### src/rtl/symbol_upsampler_pkg.sv
// symbol_upsampler_pkg: rate and phase constants shared by the Tx upsampler, Tx FIR and Rx downsampler
package symbol_upsampler_pkg;
  localparam int NB_DATA = 8;
  localparam int OS_FACTOR = 4;
  localparam int NB_PHASE = $clog2(OS_FACTOR);
  localparam int FIFO_DEPTH = 4;
  localparam int NB_ADDR = $clog2(FIFO_DEPTH);
  localparam logic [NB_PHASE-1:0] SYM_PHASE = '0;
endpackage

### src/rtl/symbol_upsampler_sync_fifo.sv
// sync_fifo: first-word-fall-through FIFO with occupancy-count full/empty
module sync_fifo #(
  parameter int NB_DATA = 8,
  parameter int NB_ADDR = 2
) (
  input  logic               clk,
  input  logic               i_rst,
  input  logic               push,
  input  logic               pop,
  input  logic [NB_DATA-1:0] wr_data,
  output logic [NB_DATA-1:0] rd_data,
  output logic               full,
  output logic               empty,
  output logic [NB_ADDR:0]   level
);
  logic [NB_DATA-1:0] mem [2**NB_ADDR];
  logic [NB_ADDR-1:0] wr_ptr, rd_ptr;
  logic do_push, do_pop;
  always_comb begin
    full = level == (NB_ADDR+1)'(2**NB_ADDR);
    empty = level == '0;
    do_push = push && !full;
    do_pop = pop && !empty;
    rd_data = mem[rd_ptr];
  end
  always_ff @(posedge clk) if (do_push) mem[wr_ptr] <= wr_data;
  always_ff @(posedge clk) begin
    if (i_rst) begin
      wr_ptr <= '0;
      rd_ptr <= '0;
      level <= '0;
    end else begin
      wr_ptr <= wr_ptr + NB_ADDR'(do_push);
      rd_ptr <= rd_ptr + NB_ADDR'(do_pop);
      level <= level + (NB_ADDR+1)'(do_push) - (NB_ADDR+1)'(do_pop);
    end
  end
endmodule

### src/rtl/symbol_upsampler.sv
// symbol_upsampler: zero-stuffs queued symbols to OS_FACTOR samples/symbol for the Tx FIR
module symbol_upsampler
  import symbol_upsampler_pkg::*;
#(
  parameter int NB_DATA = symbol_upsampler_pkg::NB_DATA,
  parameter int OS_FACTOR = symbol_upsampler_pkg::OS_FACTOR,
  parameter int NB_PHASE = symbol_upsampler_pkg::NB_PHASE,
  parameter int FIFO_DEPTH = symbol_upsampler_pkg::FIFO_DEPTH,
  parameter int NB_ADDR = symbol_upsampler_pkg::NB_ADDR
) (
  input  logic                clk,
  input  logic                i_rst,
  input  logic                i_enable,
  input  logic [NB_DATA-1:0]  i_sym_data,
  input  logic                i_sym_valid,
  output logic                o_sym_ready,
  input  logic                i_clr_underrun,
  output logic [NB_DATA-1:0]  o_data,
  output logic                o_data_valid,
  output logic [NB_PHASE-1:0] o_phase,
  output logic                o_sym_tick,
  output logic                o_underrun,
  output logic [NB_ADDR:0]    o_fifo_level
);
  if (OS_FACTOR != 2**NB_PHASE || FIFO_DEPTH != 2**NB_ADDR) begin : g_bad_params
    $error("symbol_upsampler: OS_FACTOR/FIFO_DEPTH must equal 2**NB_PHASE/2**NB_ADDR");
  end
  logic [NB_PHASE-1:0] phase_cnt;
  logic [NB_DATA-1:0] head;
  logic full, empty, slot, push, pop;
  always_comb begin
    slot = i_enable && phase_cnt == NB_PHASE'(SYM_PHASE);
    o_sym_ready = !full;
    push = i_sym_valid && o_sym_ready;
    pop = slot && !empty;
  end
  sync_fifo #(.NB_DATA(NB_DATA), .NB_ADDR(NB_ADDR)) u_fifo (
    .clk(clk), .i_rst(i_rst), .push(push), .pop(pop), .wr_data(i_sym_data),
    .rd_data(head), .full(full), .empty(empty), .level(o_fifo_level)
  );
  always_ff @(posedge clk) begin
    if (i_rst) begin
      phase_cnt <= '0;
      o_data <= '0;
      o_data_valid <= 1'b0;
      o_phase <= '0;
      o_sym_tick <= 1'b0;
      o_underrun <= 1'b0;
    end else begin
      if (i_enable) begin
        phase_cnt <= phase_cnt == NB_PHASE'(OS_FACTOR-1) ? '0 : phase_cnt + NB_PHASE'(1);
        o_data <= pop ? head : '0;
        o_phase <= phase_cnt;
      end
      o_data_valid <= i_enable;
      o_sym_tick <= slot;
      // a set in the same cycle as a clear must win
      o_underrun <= (slot && empty) ? 1'b1 : i_clr_underrun ? 1'b0 : o_underrun;
    end
  end
endmodule

### config.mk
export PLATFORM = sky130hd
export DESIGN_NAME = symbol_upsampler
export DESIGN_NICKNAME = d
export VERILOG_FILES = /design/src/rtl/symbol_upsampler_pkg.sv /design/src/rtl/symbol_upsampler_sync_fifo.sv /design/src/rtl/symbol_upsampler.sv
export SDC_FILE = /design/constraint.sdc
export NUM_CORES = 1
export LEC_CHECK = 0
export BUFFER_PORTS_ARGS = -buffer_cell sky130_fd_sc_hd__buf_2
export CORE_MARGIN = 1.5
export CORE_UTILIZATION = 50
export CTS_CLUSTER_SIZE = 12
export DETAILED_ROUTE_END_ITERATION = 12
export PLACE_DENSITY = 0.72
export SLEW_MARGIN = 20
export SYNTH_ARGS = -nofsm -noshare
export SYNTH_HDL_FRONTEND = slang
export SYNTH_SLANG_ARGS = --single-unit
### constraint.sdc
create_clock -name clk -period 5.9 [get_ports clk]
set_clock_uncertainty 0.2 [all_clocks]
set_input_delay 1.18 -clock clk [delete_from_list [all_inputs] [get_ports clk]]
set_output_delay 1.18 -clock clk [all_outputs]
set_load 0.05 [all_outputs]
Word level (Yosys, flattened, before mapping)
Memory sizes are Yosys's and may differ from the RTL's. A register that Yosys moved wholly into a read port is not among the register bits.
Cells that the tools add are included.
Storage, ports and cells
  bits in registers: 22
  bits in writable memories: 32
  input bits: 13
  output and inout bits: 17
  logic and storage cells: 35
  memories kept: 1
Memories
  u_fifo.mem: depth 4, bits a word 8, rd ports 1, clocked after Yosys merged registers in 1, write ports 1, line symbol_upsampler_sync_fifo.sv:16  | logic [NB_DATA-1:0] mem [2**NB_ADDR];
Cells by class
  add/subtract/negate cells: 5
  equal/unequal tests: 2
  muxes and demuxes: 7
  reductions and logical operators: 11
Operators by type and width (count)
  2-to-1 mux 8 bit: 1
  logical AND 1 bit: 6
  adder 2 x 1 -> 2 bit: 2
  2-to-1 mux 1 bit: 4
  2-to-1 mux 2 bit: 2
  adder 3 x 1 -> 3 bit: 1
  equality test 3 bit, second input constant: 1
  logical NOT 3 bit: 1
  subtractor 3 x 1 -> 3 bit: 1
  adder 2 x 1 -> 2 bit, second input constant: 1
  equality test 2 bit, second input constant: 1
  logical NOT 1 bit: 2
  logical NOT 2 bit: 1
  nonzero test 2 bit: 1

Depth between registers and ports, before layout
  depth after elaboration: 6
  gate-level depth with buffers: 9
  mapped depth without buffers: 9

By module
A second synthesis with hierarchy kept.
Second synthesis, totals
  cells, all modules: 141
  area total of the unflattened synthesis: 2135.8 um2
By module, submodules not included
  sync_fifo: times used 1, cells each 77, area each 1516.5 um2, seq. area each 1101.1 um2
  symbol_upsampler: times used 1, cells each 64, area each 619.3 um2, seq. area each 300.3 um2

Least setup slack after synthesis
Ideal clock, no wire load.
  path kind: input port to flip-flop
  start point: input i_enable
  end point: register u_fifo.level[2]
  setup time: 128 ps
  arrival: 2558 ps
  data required time: 5572 ps
  path slack: 3015 ps
  stages: 8
  buffers on the path: 1
  cell sequence: buf_2 > and3_1 > ha_1 > inv_1 > ha_1 > fa_1 > xor3_1 > nor2_1
Between the ends
  word-level cells in the longest chain between the ends: 4
Ends and longest elaborated chain
  start: declaration: line symbol_upsampler.sv:13  | input logic i_enable,
  logical AND 1 bit: line symbol_upsampler.sv:32  | slot = i_enable && phase_cnt == NB_PHASE'(SYM_PHASE);
  logical AND 1 bit: line symbol_upsampler.sv:35  | pop = slot && !empty;
  logical AND 1 bit: line symbol_upsampler_sync_fifo.sv:23  | do_pop = pop && !empty;
  subtractor 3 x 1 -> 3 bit: line symbol_upsampler_sync_fifo.sv:35  | level <= level + (NB_ADDR+1)'(do_push) - (NB_ADDR+1)'(do_pop);
  end signal: assignment: line symbol_upsampler_sync_fifo.sv:35
  end: declaration: line symbol_upsampler_sync_fifo.sv:14  | output logic [NB_ADDR:0] level
No other way between the ends.
A chain may end at the register's enable or synchronous reset.

Worst setup path in the final report
  start point: register u_fifo.level[2]
  end point: output o_sym_ready
Between the ends
  word-level cells in the longest chain between the ends: 2
Ends and longest elaborated chain
  equality test 3 bit: line symbol_upsampler_sync_fifo.sv:20  | full = level == (NB_ADDR+1)'(2**NB_ADDR);
  logical NOT 1 bit: line symbol_upsampler.sv:33  | o_sym_ready = !full;
  end: declaration: line symbol_upsampler.sv:16  | output logic o_sym_ready,
No other way between the ends.

==> metrics.cfg <==
[clock_network]
clk-insertion-delay-late_ps=300
cts_setup_buffers=0
clkSinkCount=54
hold_buffers=0
cts_root_buf=clkbuf_8
clkTransAtPathRegs_ps=90
clockBufferDepth=2
cts_buffers=5
cts_tree=done
cts_resized=0
htreeDepth=2

[critical_path]
worst_setup_path_end_kind=output port
path_max_fanout=6
required_ps=4520
crit_slowest_cell=nor3b_1
crit_arrival_ps=1560
cp_cell_sequence=nor3b_1, inv_1, buf_2
cpPeakStageDelay_ps=550
rrSetupSlack_ps=3280
criticalPathCategory=reg2out
start_kind=flip-flop

[global_routing]
grt_max_degree=18
antenna_found_initial=0
grt_pass1_wl_mm=5.35
grt_overflow_total=0
grt_usage_pct=17.0
grt_pass1_vias=1111

[synthesis]
muxShareOfSynthArea_pct=10.2
synth_xor_area_share_pct=2.01
synth-compound-area-share_pct=4.56
yosysWarningCount=0
syn_inst=123
synth_cell_types=27
ys_ff_latch=54
yosysSeqAreaShare_pct=68.1
synth_top_family_by_area=multiplexers
synth_fp_nets=143
synthAdderAreaFrac_pct=4.62
synthSimpleGateAreaFrac_pct=7.54
avgSynthCellArea_um2=16.7
netlist_area_mm2=0.00206

[floorplan]
coreArea_mm2=0.00397
io_pins=30
fp.dieH_um=67.1
die_w_um=67.1
start_util_pct=51.8
fp-row-count=23
design.die.area_mm2=0.00451

[power]
power.switching_uw=318
swShare_pct=32.8
seqPwrFrac_pct=50.7
p_leak_uw=0.000901
power_density_mw_per_mm2=413
pwr-share-comb_pct=28.9
peakVddDrop_mv=0.147
intPower_uw=649
pwr-share-clk_pct=20.4

[routing]
wl_met1_mm=1.41
dr.pass1.iters=4
finalWirelength_mm=3.26
vias_per_cell=5.31
wl_met3_um=134
met2_length_mm=1.66
drc=0
wl_per_cell_um=15.8
drt_iter0_drc=48
highest_layer=met4
vias=1099
ant_nets=0

[sta]
max-slew-margin-rel_pct=59.2
report.final.slew_viol_count=0
period_share_pct=49.8
post-route-min-period_ps=2940
final_hold_viol_count=0
timing.fmax_mhz=340
rsz0062_at_grt=no
tightest_slew_ps=611
setup_viol=0
fin_setup_tns_ps=0

[place]
hpwlAfterDp_mm=2.35
finalWeightedCongestion=0.682
portBuffers=29

[finish]
fill_cells=325
insertedDiodeCount=0
nets=176
utilization_pct=58.9
drive_above_1_share_pct=30.6
syn_to_final_growth_pct=13.7

[status]
status=complete, no violations

[run]
maxCapViolCount=0

[worst_hold_path]
holdCritPathClass=reg2reg

[final timing paths]
check | startpoint | depth (start not counted) | end
hold reg to reg | o_data[2] | 1 | o_data[2]
hold / removal | o_data[2] | 1 | o_data[2]
setup / recovery | u_fifo.level[2] | 3 | o_sym_ready
setup reg to reg | u_fifo.level[1] | 8 | u_fifo.level[2]
[power by group through the flow]
stage	clock, µW	combinational [µW]	sequential, µW
floorplan	0	166	551
global placement	0	272	495
detailed placement	0	283	500
CTS	205	283	491
global route	221	303	498
finish	197	280	490
[through the flow]
step	cells	hold slack, ps	worst slack [ps]	power [µW]	instance area (µm²)
finish	207	266	2960	967	2340
global route	207	281	2870	1020	2340
CTS	207	272	2950	979	2340
detailed placement	199	250	2910	783	2250
global placement	199	246	2980	767	2250
floorplan	123	287	3010	717	2060
[layout make-up]
cell class / instances / area [µm²] / share of cell area (%)
flip-flops and latches: 54 / 1400 / 59.9
multi-input cells: 56 / 596 / 25.5
repair buffers: 32 / 168 / 7.17
clock buffers: 6 / 72.6 / 3.10
well taps: 50 / 62.6 / 2.67
inverters: 7 / 26.3 / 1.12
clock inverters: 2 / 13.8 / 0.588
[cell families (layout without fill, tap and decap cells)]
logic type,after synthesis,count (layout)
xor gates and xnor gates,3,3
muxes,11,11
and+or+nand+nor,25,25
AOI/OAI and AO/OA,10,10
buffers and inverters,13,47
DFF,54,54
adders and majority gates,7,7
[synth_stat cells]
master	count	area share, %
mux4_2	8	8.8
nor2_1	8	1.5
or3_1	1	0.30
clkbuf_1	2	0.37
xor3_1	1	1.2
and3_1	1	0.30
nor2b_1	6	1.8
mux2i_1	3	1.5
nor4b_1	1	0.43
nand2b_1	1	0.30
and3b_1	1	0.43
nor4bb_1	2	0.97
a32o_1	8	3.9
edfxtp_1	32	47
buf_6	1	0.55
xnor2_1	2	0.85
inv_1	7	1.3
and4b_1	1	0.49
nor3_1	1	0.24
a21oi_1	1	0.24
nor3b_1	1	0.37
a22o_1	1	0.43
ha_1	6	3.6
buf_2	3	0.73
or3b_2	1	0.43
dfxtp_1	22	21
fa_1	1	0.97
[cell usage in the layout (no fill, tap or decap)]
| master | n |
|---|---|
| edfxtp_1 | 32 |
| buf_2 | 29 |
| dfxtp_1 | 22 |
| mux4_2 | 8 |
| nor2_1 | 8 |
| a32o_1 | 8 |
| inv_1 | 7 |
| nor2b_1 | 6 |
| ha_1 | 6 |
| clkbuf_8 | 5 |
| mux2i_1 | 3 |
| buf_4 | 3 |
| nor4bb_1 | 2 |
| xnor2_1 | 2 |
| or3_1 | 1 |
| and3_1 | 1 |
| nor3b_1 | 1 |
| nor4b_1 | 1 |
| and4b_1 | 1 |
| or3b_2 | 1 |
| nand2b_1 | 1 |
| a21oi_1 | 1 |
| and3b_1 | 1 |
| nor3_1 | 1 |
| a22o_1 | 1 |
| xor3_1 | 1 |
| fa_1 | 1 |
| clkbuf_1 | 1 |
| inv_4 | 1 |
| clkinvlp_4 | 1 |
[per-layer routing]
| metal | track usage, % | vias to the layer above |
|---|---|---|
| met4 | 7.65 | 0 |
| li1 | - | 531 |
| met2 | 29.0 | 29 |
| met5 | 0 | - |
| met3 | 4.17 | 7 |
| met1 | 20.4 | 532 |
[critical path: cells and delay by family, from the launching register on]
family,cells,cell delay [ps]
buf+inv,2,310
flops,1,410
simple gates,1,550
[flip-flops by register name, indices dropped and copies added (netlist names)]
register       count
o_underrun         1
u_fifo.rd_ptr      2
o_data_valid       1
u_fifo.mem        32
o_phase            2
u_fifo.level       3
o_sym_tick         1
phase_cnt          2
o_data             8
u_fifo.wr_ptr      2
Note: power is estimated with default switching activity, not from simulation.
